[config.mk]
export PLATFORM = sky130hd
export DESIGN_NAME = fifo_word_serializer
export DESIGN_NICKNAME = d
export VERILOG_FILES = /design/src/rtl/fifo_ser_pkg.sv /design/src/rtl/fifo_word_serializer_shift.sv /design/src/rtl/fifo_word_serializer.sv
export SDC_FILE = /design/constraint.sdc
export NUM_CORES = 1
export LEC_CHECK = 0
export ABC_AREA = 1
export CORE_UTILIZATION = 45
export CTS_CLUSTER_DIAMETER = 150
export DETAILED_ROUTE_END_ITERATION = 8
export HOLD_SLACK_MARGIN = 0.12
export MAX_ROUTING_LAYER = met4
export PLACE_DENSITY = 0.72
export SLEW_MARGIN = 20
export SYNTH_ARGS = -nofsm -noshare
export SYNTH_HDL_FRONTEND = slang
export SYNTH_SLANG_ARGS = --single-unit
[constraint.sdc]
create_clock -name clk -period 3.8 [get_ports clk]
set_clock_uncertainty 0.2 [all_clocks]
set_input_delay 1.14 -clock clk [delete_from_list [all_inputs] [get_ports clk]]
set_output_delay 1.14 -clock clk [all_outputs]
set_load 0.01 [all_outputs]
[src/rtl/fifo_ser_pkg.sv]
// Shared types and helpers for the FIFO word serializer.
package fifo_ser_pkg;

    // Top-level control states: waiting for a word, or shifting one out.
    typedef enum logic {
        IDLE  = 1'b0,
        SHIFT = 1'b1
    } ser_state_t;

    // Bit-counter width for a given word width; never narrower than one bit.
    function automatic int cnt_w(input int width);
        int w;
        w = $clog2(width);
        return (w < 1) ? 1 : w;
    endfunction

endpackage

[src/rtl/fifo_word_serializer_shift.sv]
// Word-wide shift register with bit counter and first/last flags.
// A load takes priority over a shift; the counter restarts at zero on load.
module ser_shift_reg
    import fifo_ser_pkg::*;
#(
    parameter int WIDTH = 8
) (
    input  logic             clk,
    input  logic             reset,
    input  logic             load,
    input  logic [WIDTH-1:0] load_data,
    input  logic             shift_en,
    output logic             bit_out,
    output logic             first,
    output logic             last
);

    localparam int CW = cnt_w(WIDTH);
    // Explicit terminal count so non-power-of-two widths never rely on wrap.
    localparam logic [CW-1:0] LAST_CNT = CW'(WIDTH - 1);

    logic [WIDTH-1:0] shreg_q, shreg_d;
    logic [WIDTH-1:0] shifted;
    logic [CW-1:0]    bit_cnt_q, bit_cnt_d;

    // Right-shift by one with zero fill; the LSB is always the bit on the wire.
    genvar gi;
    generate
        for (gi = 0; gi < WIDTH - 1; gi++) begin : g_shift
            assign shifted[gi] = shreg_q[gi + 1];
        end
    endgenerate
    assign shifted[WIDTH-1] = 1'b0;

    // Next-state selection: load a fresh word, advance one bit, or hold.
    always_comb begin
        shreg_d   = shreg_q;
        bit_cnt_d = bit_cnt_q;
        if (load) begin
            shreg_d   = load_data;
            bit_cnt_d = '0;
        end else if (shift_en) begin
            shreg_d   = shifted;
            bit_cnt_d = bit_cnt_q + CW'(1);
        end
    end

    // Register update with synchronous clear.
    always_ff @(posedge clk) begin
        if (reset) begin
            shreg_q   <= '0;
            bit_cnt_q <= '0;
        end else begin
            shreg_q   <= shreg_d;
            bit_cnt_q <= bit_cnt_d;
        end
    end

    assign bit_out = shreg_q[0];
    assign first   = (bit_cnt_q == '0);
    assign last    = (bit_cnt_q == LAST_CNT);

endmodule

[src/rtl/fifo_word_serializer.sv]
// Pops words from a show-ahead FIFO and streams them LSB-first as a
// one-bit valid/ready stream, chaining words with no bubble cycles.
module fifo_word_serializer
    import fifo_ser_pkg::*;
#(
    parameter int width    = 8,
    parameter int cnt_bits = 16
) (
    input  logic                clk,
    input  logic                reset,
    input  logic                enable,
    input  logic                fifo_empty,
    input  logic [width-1:0]    fifo_rdata,
    output logic                fifo_read,
    output logic                s_valid,
    input  logic                s_ready,
    output logic                s_bit,
    output logic                s_first,
    output logic                s_last,
    output logic                busy,
    output logic [cnt_bits-1:0] words_sent
);

    ser_state_t          state_q, state_d;
    logic [cnt_bits-1:0] words_sent_q, words_sent_d;
    // Remembers that reset was high last cycle, so outputs (including the
    // pop strobe) stay quiet for one cycle after reset is released.
    logic                hold_q, hold_d;

    logic pop_ok;
    logic active;
    logic load;
    logic shift_en;
    logic sr_bit, sr_first, sr_last;

    ser_shift_reg #(
        .WIDTH (width)
    ) u_shift (
        .clk       (clk),
        .reset     (reset),
        .load      (load),
        .load_data (fifo_rdata),
        .shift_en  (shift_en),
        .bit_out   (sr_bit),
        .first     (sr_first),
        .last      (sr_last)
    );

    assign pop_ok = enable & ~fifo_empty & ~hold_q & ~reset;
    assign hold_d = reset;

    // FSM next state, pop strobe and shift control; a new word may only be
    // popped from IDLE or on the transfer of the final bit of a word.
    always_comb begin
        state_d      = state_q;
        words_sent_d = words_sent_q;
        fifo_read    = 1'b0;
        load         = 1'b0;
        shift_en     = 1'b0;
        active       = 1'b0;
        case (state_q)
            IDLE: begin
                if (pop_ok) begin
                    fifo_read = 1'b1;
                    load      = 1'b1;
                    state_d   = SHIFT;
                end
            end
            SHIFT: begin
                active = ~reset;
                if (active && s_ready) begin
                    if (!sr_last) begin
                        shift_en = 1'b1;
                    end else begin
                        words_sent_d = words_sent_q + cnt_bits'(1);
                        if (pop_ok) begin
                            fifo_read = 1'b1;
                            load      = 1'b1;
                        end else begin
                            state_d = IDLE;
                        end
                    end
                end
            end
        endcase
    end

    // State, counter and post-reset hold registers.
    always_ff @(posedge clk) begin
        if (reset) begin
            state_q      <= IDLE;
            words_sent_q <= '0;
            hold_q       <= 1'b1;
        end else begin
            state_q      <= state_d;
            words_sent_q <= words_sent_d;
            hold_q       <= hold_d;
        end
    end

    assign s_valid    = active;
    assign busy       = active;
    assign s_bit      = active & sr_bit;
    assign s_first    = active & sr_first;
    assign s_last     = active & sr_last;
    assign words_sent = reset ? '0 : words_sent_q;

endmodule
Yosys cells after proc, flatten, opt, wreduce, memory -nomap -nowiden
Cells that the tools add are included.
Word-level totals
  flip-flop bits (word level): 29
  input bits: 13
  output and inout port bits: 22
  word-level logic and storage cells: 38
Operators by class
  add/sub/neg operators: 2
  eq/ne operators: 1
  mux-type cells: 15
  bitwise gates (word level): 10
  reductions and logical operators: 5
Operators by type and width (count)
  adder 16 x 1 -> 16 bit (second input constant): 1
  2-to-1 mux 16 bit: 1
  2-to-1 mux 8 bit: 2
  2-to-1 mux 1 bit: 10
  AND 1 bit: 6
  inverter 1 bit: 4
  one-hot mux 1 bit (2 select lines): 2
  adder 3 x 1 -> 3 bit (second input constant): 1
  == test 3 bit (second input constant): 1
  logical NOT 3 bit: 1
  AND reduction 3 bit: 1
  nonzero test 2 bit: 1
  OR reduction 2 bit: 1
  logical AND 1 bit: 1

Logic depth before layout (Yosys ltp)
  depth in word-level cells: 9
  gate-level depth with buffers: 10
  mapped depth without buffers: 10

Hierarchy
Synthesis repeated with hierarchy kept, for this count alone.
Unflattened totals
  cell total of the unflattened synthesis: 261
  area, all modules: 1727.9 sq um
Modules (own cells, without submodules)
  fifo_word_serializer: instances 1, cells each 179, area an instance 1168.6 sq um, sequential area each 360.3 sq um
  ser_shift_reg: instances 1, cells each 82, area an instance 559.3 sq um, sequential area each 220.2 sq um

Least setup slack after synthesis
Ideal clock, no wire load.
  kind: input port to output port
  start: in reset
  end: out fifo_read
  data arrival time: 1.853 ns
  data required time: 2.460 ns
  setup slack: 0.607 ns
  stages on the path: 6
  path buffers: 1
  cells stage by stage: buf_6 -> clkinv_4 -> nand2_4 -> nor3_4 -> nand2_4 -> inv_1
On the way
  longest elaborated chain between the ends: 6
  elaborated cells on any way between the ends: 7
  those cells by class: 4 x mux; 2 x bitwise; 1 x reduce/logical
RTL lines
  from (decl): line fifo_word_serializer.sv:10  | input logic reset,
  inverter 1 bit *: line fifo_word_serializer.sv:49, fifo_word_serializer.sv:70
  AND 1 bit: line fifo_word_serializer.sv:49  | assign pop_ok = enable & ~fifo_empty & ~hold_q & ~reset;
  2-to-1 mux 1 bit: line fifo_word_serializer.sv:63, fifo_word_serializer.sv:76
  2-to-1 mux 1 bit: line fifo_word_serializer.sv:72  | if (!sr_last) begin
  2-to-1 mux 1 bit: line fifo_word_serializer.sv:71  | if (active && s_ready) begin
  one-hot mux 1 bit (2 select lines) *: line fifo_word_serializer.sv:61  | case (state_q)
  to (decl): line fifo_word_serializer.sv:14  | output logic fifo_read,
Every way passes the cells marked *; elsewhere a longest branch is shown, timed or not.

Final worst setup path
  start: in reset
  end: out s_first
On the way
  longest elaborated chain between the ends: 3
RTL lines
  inverter 1 bit: line fifo_word_serializer.sv:70  | active = ~reset;
  2-to-1 mux 1 bit: line fifo_word_serializer.sv:61
  AND 1 bit: line fifo_word_serializer.sv:104  | assign s_first = active & sr_first;
  to (decl): line fifo_word_serializer.sv:18  | output logic s_first,
Every way passes these cells.

==> metrics <==
VDD IR max=0.239 mV; Final Slew Violations=0; Final Cycle Share=97.4%; synthesized flop and latch total=29; Critical Path Fanout Max=5; htree depth=2; DRT antenna net count=0; WL per Instance=10.4 um; Final Instance Count excl. Fillers=340; CTS Buf Count=5; reg-to-reg endpoint=words_sent_q[8]; Worst Tran Pin Value=0.370 ns; pin count of the biggest net entering global routing=18; EDFF count, synth=0; R2R depth=10; CTS sink cnt=29; Ys Warns=0; initial core utilization=47.6%; HPWL Detailed=2560 um; quantity of hold-fixing buffers added after cts=0; Post-layout nets=310; Longest Clk Path Bufs=2; CP startpoint=reset; cell area power density=318 nW/um2; first-pass GRT wire length=5910 um; CTS tree=yes; Placer Congestion=0.793; share of cells above drive strength 1=10.9%; Remaining Overflow, GRT=0; vias per cell=4.82; MaxCap Viol Count=0; ys async rst share=0%; First-pass DRT Iterations=5; worst hold stages=2; crit path time final=3.70 ns; RR Startpoint=u_shift.bit_cnt_q[0]; RSZ-0062 raised after global routing=false; Hold Crit Class=reg -> reg; post-layout util=63.6%; CP required=2.46 ns; area leader, netlist=dfxtp_1; I/O pin cnt=35; Syn Area/Cell=6.53 um2; core box area=3390 um2; Remaining DRCs=0; vias in the first global route=1,495; fin area=2160 um2; die width=61.9 um; status=finished clean; die area=3830 um2; syn nets=264; Post-Synthesis Cells=247; crit path capture=s_first; Root Buffer=clkbuf_4; clk slew on worst S/H paths=0.10 ns; Total GRT Usage=21.7%; FF-to-FF setup slack=1.88 ns; final hold violation count=0; die height=61.9 um; Final Setup Violations=0; num rows=21; Most used DFF post-synth=dfxtp_1; DRT iter0 DRCs=71; vias=1,640; Fmax=0.270 GHz; most frequent cells after synthesis=65 x nand2_1, 45 x nor2_1, 31 x inv_1; Worst Hold Slack=0.286 ns; Area Overhead vs Synth=33.6%; top cell type's share of synthesized area=36.0%; ant diodes=0; Pleak=0.000873 uW; cell count after placement=331; port bufs=34; placed cell areas=2050 um2; initial antenna violation count=0; main area contributors after synthesis=dfxtp_1 36%, nand2_1 15%, nor2_1 10%; dpl ws=-0.224 ns; critical path class=in -> out; sequential area share after synthesis=36.0%; crit start category=input pin; total wire length=3530 um; Arr. time, crit path=2.36 ns; CP Capture Type=output pin; Slew headroom=75.1%; Clock Latency Late Sink=0.33 ns; most frequent cell after synthesis=nand2_1; unique cell type count in the Yosys netlist=25; Final WS setup=0.100 ns; Post-Syn Area=1610 um2
==> flip-flops by register name, summed over array words and instances (netlist names) <==
register / flops
words_sent_q: 16
u_shift.shreg_q: 8
u_shift.bit_cnt_q: 3
hold_q: 1
state_q: 1
==> per-layer routing <==
metal / part of all wire, % / vias to the layer above / global-route usage (%) / wire length (um)
li1: - / 860 / - / -
met1: 48 / 733 / 23.9 / 1690
met2: 45 / 39 / 36.9 / 1610
met3: 4.9 / 8 / 5.59 / 172
met4: 1.7 / 0 / 9.21 / 61
met5: 0 / - / - / 0
==> kinds of logic (layout without fill, tap and decap cells) <==
group                      count (synthesis)  count (layout)  synth area share, %
adders and majority gates                  4               4                 3.10
DFF                                       29              29                 36.0
and+or+nand+nor                          148             148                 41.6
buffers and inverters                     41              88                 11.2
AOI/OAI and AO/OA                         25              25                 8.14
==> report_power, final <==
part / leakage, uW / internal (uW) / total [uW] / switching (uW)
registers: 0.000235 / 308 / 311 / 2.68
clock network: 0.0000552 / 204 / 323 / 119
logic: 0.000584 / 26.7 / 52.1 / 25.3
total: 0.000873 / 538 / 686 / 147
==> cells in the final DEF (no fill, tap or decap) <==
master and instances:
ha_1 4, nand2_4 3, inv_1 31, o21bai_1 1, nand3b_1 6, buf_4 13
nand4_1 3, o21ai_2 1, nor2_4 2, nor2_1 45, clkbuf_4 5, nand2_2 1
nand3_1 15, clkinv_4 1, clkdlybuf4s50_1 32, nand2_1 65, a21oi_1 16, o21ai_1 1
dlygate4sd2_1 2, dfxtp_1 29, bufinv_16 2, clkinv_2 1, o21ai_0 6, nand3_2 1
nor3_1 6, nor3_4 1, inv_2 1
==> cell type report <==
| cell class | count | area, um2 |
|---|---|---|
| clock buffer | 5 | 37.5 |
| clock inverter | 3 | 65.1 |
| fill | 326 | 1230 |
| inverter | 33 | 129 |
| multi-input combinational | 177 | 852 |
| sequential | 29 | 581 |
| tap | 46 | 57.6 |
| timing repair buffer | 47 | 435 |
==> per-stage QoR <==
| stage | TNS, ns | power (uW) |
|---|---|---|
| final | 0 | 686 |
| after detailed placement | -2.22 | 369 |
| after floorplan | 0 | 345 |
| after global routing | 0 | 708 |
| after global placement | -1.96 | 369 |
| after CTS | 0 | 688 |
==> worst max-delay path: stages <==
cell and delay, ns:
dlygate4sd2_1 0.30, clkinv_4 0.10, nand2_4 0.06, inv_2 0.08
nand2_1 0.05, nor2_1 0.08, clkdlybuf4s50_1 0.54
==> worst min path at each step <==
stage	from	endpoint
floorplan	words_sent_q[7]	words_sent_q[7]
global placement	words_sent_q[7]	words_sent_q[7]
detailed placement	u_shift.shreg_q[4]	u_shift.shreg_q[4]
CTS	u_shift.shreg_q[4]	u_shift.shreg_q[4]
global route	u_shift.shreg_q[6]	u_shift.shreg_q[6]
finish	u_shift.shreg_q[4]	u_shift.shreg_q[4]
==> repair_timing <==
action,in CTS,in global routing
endpoints found under the setup margin,22,0
setup buffers,1,0
resized for setup,2,0
Power figures use the tool's default switching activity.
